`src/rtl/noc_params.sv`:
```
// Shared NoC parameters and flit types, including the depacketizer FSM state and depth default.
package noc_params;

  localparam int VC_NUM          = 2;
  localparam int VC_SIZE         = (VC_NUM > 1) ? $clog2(VC_NUM) : 1;
  localparam int PAYLOAD_W       = 16;
  localparam int DEPKT_BUF_DEPTH = 4;

  typedef enum logic [1:0] {
    HEAD     = 2'd0,
    BODY     = 2'd1,
    TAIL     = 2'd2,
    HEADTAIL = 2'd3
  } flit_label_t;

  typedef struct packed {
    flit_label_t            flit_label;
    logic [VC_SIZE-1:0]     vc_id;
    logic [PAYLOAD_W-1:0]   data;
  } flit_t;

  typedef struct packed {
    flit_label_t            flit_label;
    logic [PAYLOAD_W-1:0]   data;
  } flit_novc_t;

  typedef enum logic {
    IDLE   = 1'b0,
    STREAM = 1'b1
  } depkt_state_t;

  // Successor VC, wrapping modulo VC_NUM even when VC_NUM is not a power of two.
  function automatic logic [VC_SIZE-1:0] next_vc(input logic [VC_SIZE-1:0] v);
    if (int'(v) == VC_NUM - 1) next_vc = '0;
    else                       next_vc = v + 1'b1;
  endfunction

endpackage

```
`src/rtl/depkt_vc_fifo.sv`:
```
// Per-VC first-word-fall-through flit FIFO; head is valid the cycle after the first push.
// Pushes while full are dropped; pops while empty are ignored.
module depkt_vc_fifo
  import noc_params::*;
#(
  parameter int BUF_DEPTH = DEPKT_BUF_DEPTH
) (
  input  logic                       clk,
  input  logic                       rst_n,
  input  logic                       i_push,
  input  flit_novc_t                 i_din,
  input  logic                       i_pop,
  output flit_novc_t                 o_head,
  output logic                       o_empty,
  output logic                       o_full,
  output logic [$clog2(BUF_DEPTH):0] o_count
);

  localparam int AW = $clog2(BUF_DEPTH);

  flit_novc_t    r_mem [BUF_DEPTH];
  logic [AW-1:0] r_wr_ptr;
  logic [AW-1:0] r_rd_ptr;
  logic [AW:0]   r_count;
  logic          w_do_push;
  logic          w_do_pop;

  assign o_empty   = (r_count == '0);
  assign o_full    = (r_count == (AW+1)'(BUF_DEPTH));
  assign o_count   = r_count;
  assign o_head    = r_mem[r_rd_ptr];
  assign w_do_push = i_push && !o_full;
  assign w_do_pop  = i_pop && !o_empty;

  always_ff @(posedge clk or negedge rst_n) begin
    if (!rst_n) begin
      r_wr_ptr <= '0;
      r_rd_ptr <= '0;
      r_count  <= '0;
    end else begin
      if (w_do_push) r_wr_ptr <= r_wr_ptr + 1'b1;
      if (w_do_pop)  r_rd_ptr <= r_rd_ptr + 1'b1;
      case ({w_do_push, w_do_pop})
        2'b10:   r_count <= r_count + 1'b1;
        2'b01:   r_count <= r_count - 1'b1;
        default: r_count <= r_count;
      endcase
    end
  end

  // Storage needs no reset: the pointers and count define what is live.
  always_ff @(posedge clk) begin
    if (w_do_push) r_mem[r_wr_ptr] <= i_din;
  end

endmodule

```
`src/rtl/noc_depacketizer.sv`:
```
// Local-port ejection: per-VC FIFOs, round-robin packet-at-a-time drain, on/off and allocatable status.
// Optional DEPKT_CHECK_EN adds per-VC framing checks that drop bad flits and pulse err_o.
module noc_depacketizer
  import noc_params::*;
#(
  parameter int BUF_DEPTH = DEPKT_BUF_DEPTH
) (
  input  logic               clk,
  input  logic               rst_n,
  input  flit_t              flit_i,
  input  logic               valid_i,
  output logic [VC_NUM-1:0]  on_off_o,
  output logic [VC_NUM-1:0]  is_allocatable_o,
  output flit_novc_t         out_flit_o,
  output logic [VC_SIZE-1:0] out_vc_o,
  output logic               out_sop_o,
  output logic               out_eop_o,
  output logic               out_valid_o,
  input  logic               out_ready_i,
  output logic               err_o
);

  localparam int              CW       = $clog2(BUF_DEPTH) + 1;
  localparam logic [CW-1:0]   ON_LIMIT = CW'(BUF_DEPTH - 1);

  flit_novc_t         w_wr_flit;
  logic               w_is_head_in;
  logic               w_wr_ok;
  logic [VC_NUM-1:0]  w_push;
  logic [VC_NUM-1:0]  w_pop;
  logic [VC_NUM-1:0]  w_empty;
  logic [VC_NUM-1:0]  w_full;
  logic [VC_NUM-1:0]  w_cand;
  flit_novc_t         w_head  [VC_NUM];
  logic [CW-1:0]      w_count [VC_NUM];

  depkt_state_t       r_state;
  depkt_state_t       w_state_nxt;
  logic [VC_SIZE-1:0] r_rr_ptr;
  logic [VC_SIZE-1:0] w_rr_nxt;
  logic [VC_SIZE-1:0] r_lock_vc;
  logic [VC_SIZE-1:0] w_lock_nxt;
  logic [VC_SIZE-1:0] w_grant;
  logic [VC_SIZE-1:0] w_idx;
  logic [VC_SIZE-1:0] w_sel_vc;
  logic               w_found;
  logic               w_vld;
  logic               w_fire;
  flit_novc_t         w_sel_flit;
  logic [VC_NUM-1:0]  r_alloc;

  assign w_wr_flit    = '{flit_label: flit_i.flit_label, data: flit_i.data};
  assign w_is_head_in = (flit_i.flit_label == HEAD) || (flit_i.flit_label == HEADTAIL);

`ifdef DEPKT_CHECK_EN
  logic [VC_NUM-1:0] r_open;
  logic              r_err;
  logic              w_err;

  // A head is legal only on a closed VC and a body/tail only on an open one.
  always_comb begin
    w_err = 1'b0;
    if (valid_i) begin
      if (w_full[flit_i.vc_id])                      w_err = 1'b1;
      else if (w_is_head_in == r_open[flit_i.vc_id]) w_err = 1'b1;
    end
  end

  always_ff @(posedge clk or negedge rst_n) begin
    if (!rst_n) begin
      r_open <= '0;
      r_err  <= 1'b0;
    end else begin
      r_err <= w_err;
      for (int v = 0; v < VC_NUM; v++) begin
        if (w_push[v]) begin
          if (flit_i.flit_label == HEAD)      r_open[v] <= 1'b1;
          else if (flit_i.flit_label == TAIL) r_open[v] <= 1'b0;
        end
      end
    end
  end

  assign w_wr_ok = !w_err;
  assign err_o   = r_err;
`else
  assign w_wr_ok = 1'b1;
  assign err_o   = 1'b0;
`endif

  for (genvar v = 0; v < VC_NUM; v++) begin : g_vc
    assign w_push[v]   = valid_i && w_wr_ok && (flit_i.vc_id == VC_SIZE'(v));
    assign w_cand[v]   = !w_empty[v] &&
                         ((w_head[v].flit_label == HEAD) || (w_head[v].flit_label == HEADTAIL));
    assign on_off_o[v] = (w_count[v] < ON_LIMIT);

    depkt_vc_fifo #(.BUF_DEPTH(BUF_DEPTH)) u_fifo (
      .clk     (clk),
      .rst_n   (rst_n),
      .i_push  (w_push[v]),
      .i_din   (w_wr_flit),
      .i_pop   (w_pop[v]),
      .o_head  (w_head[v]),
      .o_empty (w_empty[v]),
      .o_full  (w_full[v]),
      .o_count (w_count[v])
    );
  end

  // Round-robin search for a VC whose FIFO head starts a packet.
  always_comb begin
    w_found = 1'b0;
    w_grant = '0;
    w_idx   = '0;
    for (int i = 0; i < VC_NUM; i++) begin
      w_idx = VC_SIZE'((int'(r_rr_ptr) + i) % VC_NUM);
      if (!w_found && w_cand[w_idx]) begin
        w_found = 1'b1;
        w_grant = w_idx;
      end
    end
  end

  always_comb begin
    w_state_nxt = r_state;
    w_rr_nxt    = r_rr_ptr;
    w_lock_nxt  = r_lock_vc;
    w_sel_vc    = '0;
    w_vld       = 1'b0;
    w_pop       = '0;
    case (r_state)
      IDLE: begin
        w_sel_vc = w_grant;
        w_vld    = w_found;
      end
      STREAM: begin
        w_sel_vc = r_lock_vc;
        w_vld    = !w_empty[r_lock_vc];
      end
      default: ;
    endcase
    w_sel_flit = w_head[w_sel_vc];
    out_sop_o  = w_vld && ((w_sel_flit.flit_label == HEAD) || (w_sel_flit.flit_label == HEADTAIL));
    out_eop_o  = w_vld && ((w_sel_flit.flit_label == TAIL) || (w_sel_flit.flit_label == HEADTAIL));
    w_fire     = w_vld && out_ready_i;
    if (w_fire) begin
      w_pop[w_sel_vc] = 1'b1;
      if (out_eop_o) begin
        w_state_nxt = IDLE;
        w_rr_nxt    = next_vc(w_sel_vc);
      end else if (r_state == IDLE) begin
        w_state_nxt = STREAM;
        w_lock_nxt  = w_sel_vc;
      end
    end
  end

  assign out_valid_o      = w_vld;
  assign out_flit_o       = w_sel_flit;
  assign out_vc_o         = w_sel_vc;
  assign is_allocatable_o = r_alloc;

  always_ff @(posedge clk or negedge rst_n) begin
    if (!rst_n) begin
      r_state   <= IDLE;
      r_rr_ptr  <= '0;
      r_lock_vc <= '0;
    end else begin
      r_state   <= w_state_nxt;
      r_rr_ptr  <= w_rr_nxt;
      r_lock_vc <= w_lock_nxt;
    end
  end

  // A new packet arriving wins over the previous one leaving on the same VC.
  always_ff @(posedge clk or negedge rst_n) begin
    if (!rst_n) begin
      r_alloc <= '1;
    end else begin
      for (int v = 0; v < VC_NUM; v++) begin
        if (w_push[v] && !w_full[v] && w_is_head_in) r_alloc[v] <= 1'b0;
        else if (w_pop[v] && out_eop_o)              r_alloc[v] <= 1'b1;
      end
    end
  end

endmodule

```
`config.mk`:
```
export PLATFORM = sky130hd
export DESIGN_NAME = noc_depacketizer
export DESIGN_NICKNAME = d
export VERILOG_FILES = /design/src/rtl/noc_params.sv /design/src/rtl/depkt_vc_fifo.sv /design/src/rtl/noc_depacketizer.sv
export SDC_FILE = /design/constraint.sdc
export NUM_CORES = 1
export LEC_CHECK = 0
export CAP_MARGIN = 20
export CORE_UTILIZATION = 63
export CTS_CLUSTER_DIAMETER = 150
export DETAILED_ROUTE_END_ITERATION = 7
export PLACE_DENSITY = 0.85
export SLEW_MARGIN = 30
export SYNTH_ARGS = -nofsm -noshare
export SYNTH_HDL_FRONTEND = slang
export SYNTH_SLANG_ARGS = --single-unit
```
`constraint.sdc`:
```
create_clock -name clk -period 6.2 [get_ports clk]
set_clock_uncertainty 0.15 [all_clocks]
set_input_delay 1.24 -clock clk [delete_from_list [all_inputs] [get_ports clk]]
set_output_delay 1.24 -clock clk [all_outputs]
set_load 0.01 [all_outputs]
```
==> load_flow_metrics.sql <==
INSERT INTO impl_metrics (metric_group, metric, value, unit) VALUES
('routing', 'vias_per_cell', '6.090', ''),
('synthesis', 'postSynth.asyncResetShare', '0.1166', ''),
('synthesis', 'synthDistinctLibCells', '43', ''),
('synthesis', 'yosys-mux-area-fraction', '0.1704', ''),
('timing', 'min_period_over_period', '0.8108', ''),
('power', 'vdd_drop_max', '0.4053', 'mV'),
('timing', 'report.final.setup_viol', '0', ''),
('routing', 'drt_wl_total', '12990', 'um'),
('worst_setup_path', 'slowest_stage', 'sky130_fd_sc_hd__dfrtp_1', ''),
('synthesis', 'synth_adder_area_share', '0.02411', ''),
('clocking', 'post_cts.repair.setup_buffers', '0', ''),
('synthesis', 'synth_edf_count', '144', ''),
('timing', 'relSlewSlack', '0.3458', ''),
('floorplan', 'chipHeight', '106.3', 'um'),
('routing', 'ant_nets', '0', ''),
('worst_hold_path', 'hold_path.startpoint', 'r_state', ''),
('cells_and_area', 'n_antenna_cell', '0', ''),
('clocking', 'tritoncts.num_buffers', '17', ''),
('synthesis', 'netlist_instances', '346', ''),
('clocking', 'cts_max_level', '4', ''),
('worst_setup_path', 'timing.critical_path.fanout_max', '21', ''),
('worst_setup_path', 'regToRegEndpoint', 'g_vc[0].u_fifo.o_count[2]', ''),
('worst_hold_path', 'hold_path_class', 'reg2reg', ''),
('synthesis', 'ys_seq_area_frac', '0.7009', ''),
('timing', 'final_max_tran_viols', '0', ''),
('power', 'leakage', '0.002810', 'uW'),
('worst_setup_path', 'worstPathRequired', '4.81', 'ns'),
('timing', 'unrepaired_setup_endpoints_after_global_routing', 'no', ''),
('worst_hold_path', 'whs_path_depth', '1', ''),
('worst_setup_path', 'worstSetupEndpointType', 'output pin', ''),
('worst_setup_path', 'timing.rr.start', 'g_vc[0].u_fifo.r_rd_ptr[1]', ''),
('placement', 'place_congestion', '0.7962', ''),
('routing', 'dr.first_iter.drc_count', '173', ''),
('placement', 'port_buffers', '48', ''),
('clocking', 'cts_root_buffer', 'sky130_fd_sc_hd__clkbuf_8', ''),
('global_routing', 'wire_length_of_the_first_global_routing_pass', '20420', 'um'),
('synthesis', 'synth_simple_gate_area_frac', '0.02557', ''),
('worst_setup_path', 'timing_worst_setup_path_type', 'reg2out', ''),
('routing', 'routed_wirelength_normalized_by_instance_count', '23.40', 'um'),
('floorplan', 'rows', '37', ''),
('cells_and_area', 'final_core_util', '0.7769', ''),
('routing', 'remaining_drc_errors', '0', ''),
('clocking', 'cts.hold.buffers_added', '0', ''),
('timing', 'final_hold_viol_count', '0', ''),
('synthesis', 'mapped_cell_area', '6852', 'um2'),
('synthesis', 'synth_seq_cells', '163', ''),
('clocking', 'clock_latency_of_the_later_clocked_register_in_the_worst_skew_pair', '0.54', 'ns'),
('cells_and_area', 'final_layout_size_suffix_gt1_frac', '0.2387', ''),
('floorplan', 'initial_core_util', '0.6578', ''),
('timing', 'fin_crit', '5.027', 'ns'),
('worst_setup_path', 'crit_chain', 'mux4_2, o311ai_4, o21ai_4, buf_16, mux2i_1, nor2_1, clkdlybuf4s50_1', ''),
('worst_setup_path', 'worst_ep_arrival_time', '3.64', 'ns'),
('placement', 'place_hpwl', '7473', 'um'),
('routing', 'vias', '3380', ''),
('global_routing', 'grt_max_degree', '22', ''),
('flow_run', 'maxCapViolations', '0', ''),
('cells_and_area', 'areaGrowthSynthToFinish', '18.12', '%'),
('synthesis', 'synth_nets', '381', ''),
('floorplan', 'design.die.area', '11300', 'um2'),
('worst_setup_path', 'crit_path_max_incr_delay', '0.99', 'ns'),
('floorplan', 'ioPinCount', '50', ''),
('worst_setup_path', 'critical_path.top_delay_family', 'flip-flops', ''),
('worst_hold_path', 'whs_endpoint', 'r_state', ''),
('clocking', 'cts_tree', 'built', ''),
('timing', 'tightestPinTransition', '0.9813', 'ns'),
('synthesis', 'synth_ff_type', 'sky130_fd_sc_hd__edfxtp_1', ''),
('worst_setup_path', 'crit_path_start_kind', 'flip-flop', ''),
('status', 'outcome', 'finished clean', ''),
('synthesis', 'synth_compound_area_frac', '0.02502', ''),
('clocking', 'clk_pin_slew_worst_paths', '0.06', 'ns'),
('global_routing', 'antenna_found_initial', '0', '');
[cell usage in the layout (no fill, tap or decap), types with 3 or more instances in the layout]
cell / count
sky130_fd_sc_hd__dfrtp_1: 17
sky130_fd_sc_hd__mux4_2: 39
sky130_fd_sc_hd__clkbuf_1: 5
sky130_fd_sc_hd__clkbuf_16: 16
sky130_fd_sc_hd__nand2_1: 5
sky130_fd_sc_hd__a21oi_1: 3
sky130_fd_sc_hd__buf_4: 3
sky130_fd_sc_hd__and2_2: 5
sky130_fd_sc_hd__inv_1: 22
sky130_fd_sc_hd__xor2_1: 10
sky130_fd_sc_hd__nor2_1: 8
sky130_fd_sc_hd__mux2_4: 15
sky130_fd_sc_hd__mux2i_1: 3
sky130_fd_sc_hd__nor3_1: 3
sky130_fd_sc_hd__clkdlybuf4s50_1: 47
sky130_fd_sc_hd__bufinv_16: 4
sky130_fd_sc_hd__and2_1: 4
sky130_fd_sc_hd__o21ai_0: 5
sky130_fd_sc_hd__edfxtp_1: 144
sky130_fd_sc_hd__ha_1: 10
sky130_fd_sc_hd__xnor2_1: 15
[worst register-to-register path, cell delays in order, from the launching register on]
cell and delay (ns):
sky130_fd_sc_hd__dfrtp_1 0.99, sky130_fd_sc_hd__mux4_2 0.45, sky130_fd_sc_hd__o311ai_4 0.28, sky130_fd_sc_hd__o21ai_4 0.26, sky130_fd_sc_hd__nor2_2 0.24, sky130_fd_sc_hd__ha_1 0.21, sky130_fd_sc_hd__inv_1 0.06, sky130_fd_sc_hd__fa_1 0.37
sky130_fd_sc_hd__xor2_1 0.15, sky130_fd_sc_hd__nor2_1 0.12, sky130_fd_sc_hd__xor2_1 0.15
[registers in the layout (all words and copies together) (netlist names)]
register,flops
g_vc.u_fifo.r_mem,144
g_vc.u_fifo.o_count,6
g_vc.u_fifo.r_rd_ptr,4
g_vc.u_fifo.r_wr_ptr,4
is_allocatable_o,2
r_lock_vc,1
r_rr_ptr,1
r_state,1
[power by group]
group	internal (uW)	leakage (uW)	switching, uW	total, uW
clock network	652	0.000282	403	1060
registers	1370	0.00153	119	1490
logic	884	0.00100	743	1630
total	2910	0.00281	1260	4170
[cell families after synthesis]
logic type / after synthesis
flip-flops: 163
AO/OA/AOI/OAI: 20
AND/OR/NAND/NOR: 32
buffers and inverters: 33
XOR/XNOR: 25
multiplexers: 60
adder cells (fa/ha/maj): 12
other: 1
[Yosys cell counts, types with 2 or more instances]
library cell	n	area share
sky130_fd_sc_hd__a21oi_1	3	0.0022
sky130_fd_sc_hd__and2_1	9	0.0082
sky130_fd_sc_hd__buf_2	4	0.0029
sky130_fd_sc_hd__buf_6	2	0.0033
sky130_fd_sc_hd__clkbuf_1	4	0.0022
sky130_fd_sc_hd__dfrtp_1	17	0.062
sky130_fd_sc_hd__dfstp_2	2	0.0077
sky130_fd_sc_hd__edfxtp_1	144	0.63
sky130_fd_sc_hd__fa_1	2	0.0058
sky130_fd_sc_hd__ha_1	10	0.018
sky130_fd_sc_hd__inv_1	22	0.012
sky130_fd_sc_hd__mux2_2	2	0.0033
sky130_fd_sc_hd__mux2_4	15	0.033
sky130_fd_sc_hd__mux2i_1	3	0.0044
sky130_fd_sc_hd__mux4_2	39	0.13
sky130_fd_sc_hd__nand2_1	5	0.0027
sky130_fd_sc_hd__nor2_1	8	0.0044
sky130_fd_sc_hd__nor3_1	3	0.0022
sky130_fd_sc_hd__o21ai_0	5	0.0037
sky130_fd_sc_hd__xnor2_1	15	0.019
sky130_fd_sc_hd__xor2_1	10	0.013
[routing by layer]
metal / wire length [um] / global-route usage
met3: 835 / 0.07848
met1: 5138 / 0.3302
met4: 251 / 0.1012
met5: 0 / 0
met2: 6764 / 0.4198
[worst max path at each step]
stage,startpoint,to,depth (start not counted)
floorplan,g_vc[0].u_fifo.r_mem[3][16],out_flit_o[11],6
global placement,g_vc[0].u_fifo.r_rd_ptr[1],out_eop_o,6
detailed placement,g_vc[0].u_fifo.r_rd_ptr[1],out_eop_o,7
CTS,g_vc[0].u_fifo.r_rd_ptr[1],out_eop_o,7
global route,g_vc[0].u_fifo.r_rd_ptr[1],out_eop_o,7
finish,g_vc[0].u_fifo.r_rd_ptr[1],out_eop_o,7
[area by class of cell]
cell class	count	area [um2]
Clock buffer	22	432.9
Clock inverter	10	157.7
Fill cell	541	2323
Sequential cell	163	4802
Inverter	22	82.58
Multi-Input combinational cell	150	1922
Timing Repair Buffer	52	525.5
Tap cell	136	170.2
[through the flow]
step                hold WS (ns)  setup WS [ns]  cells  instance area (um2)
floorplan                 0.3375          2.855    346                 6852
global placement          0.3319          1.850    522                 7467
detailed placement        0.3517          1.761    523                 7506
CTS                       0.3803          1.137    555                 8097
global route              0.3877          1.002    555                 8093
finish                    0.3780          1.173    555                 8093
Note: power is estimated with default switching activity, not from simulation.
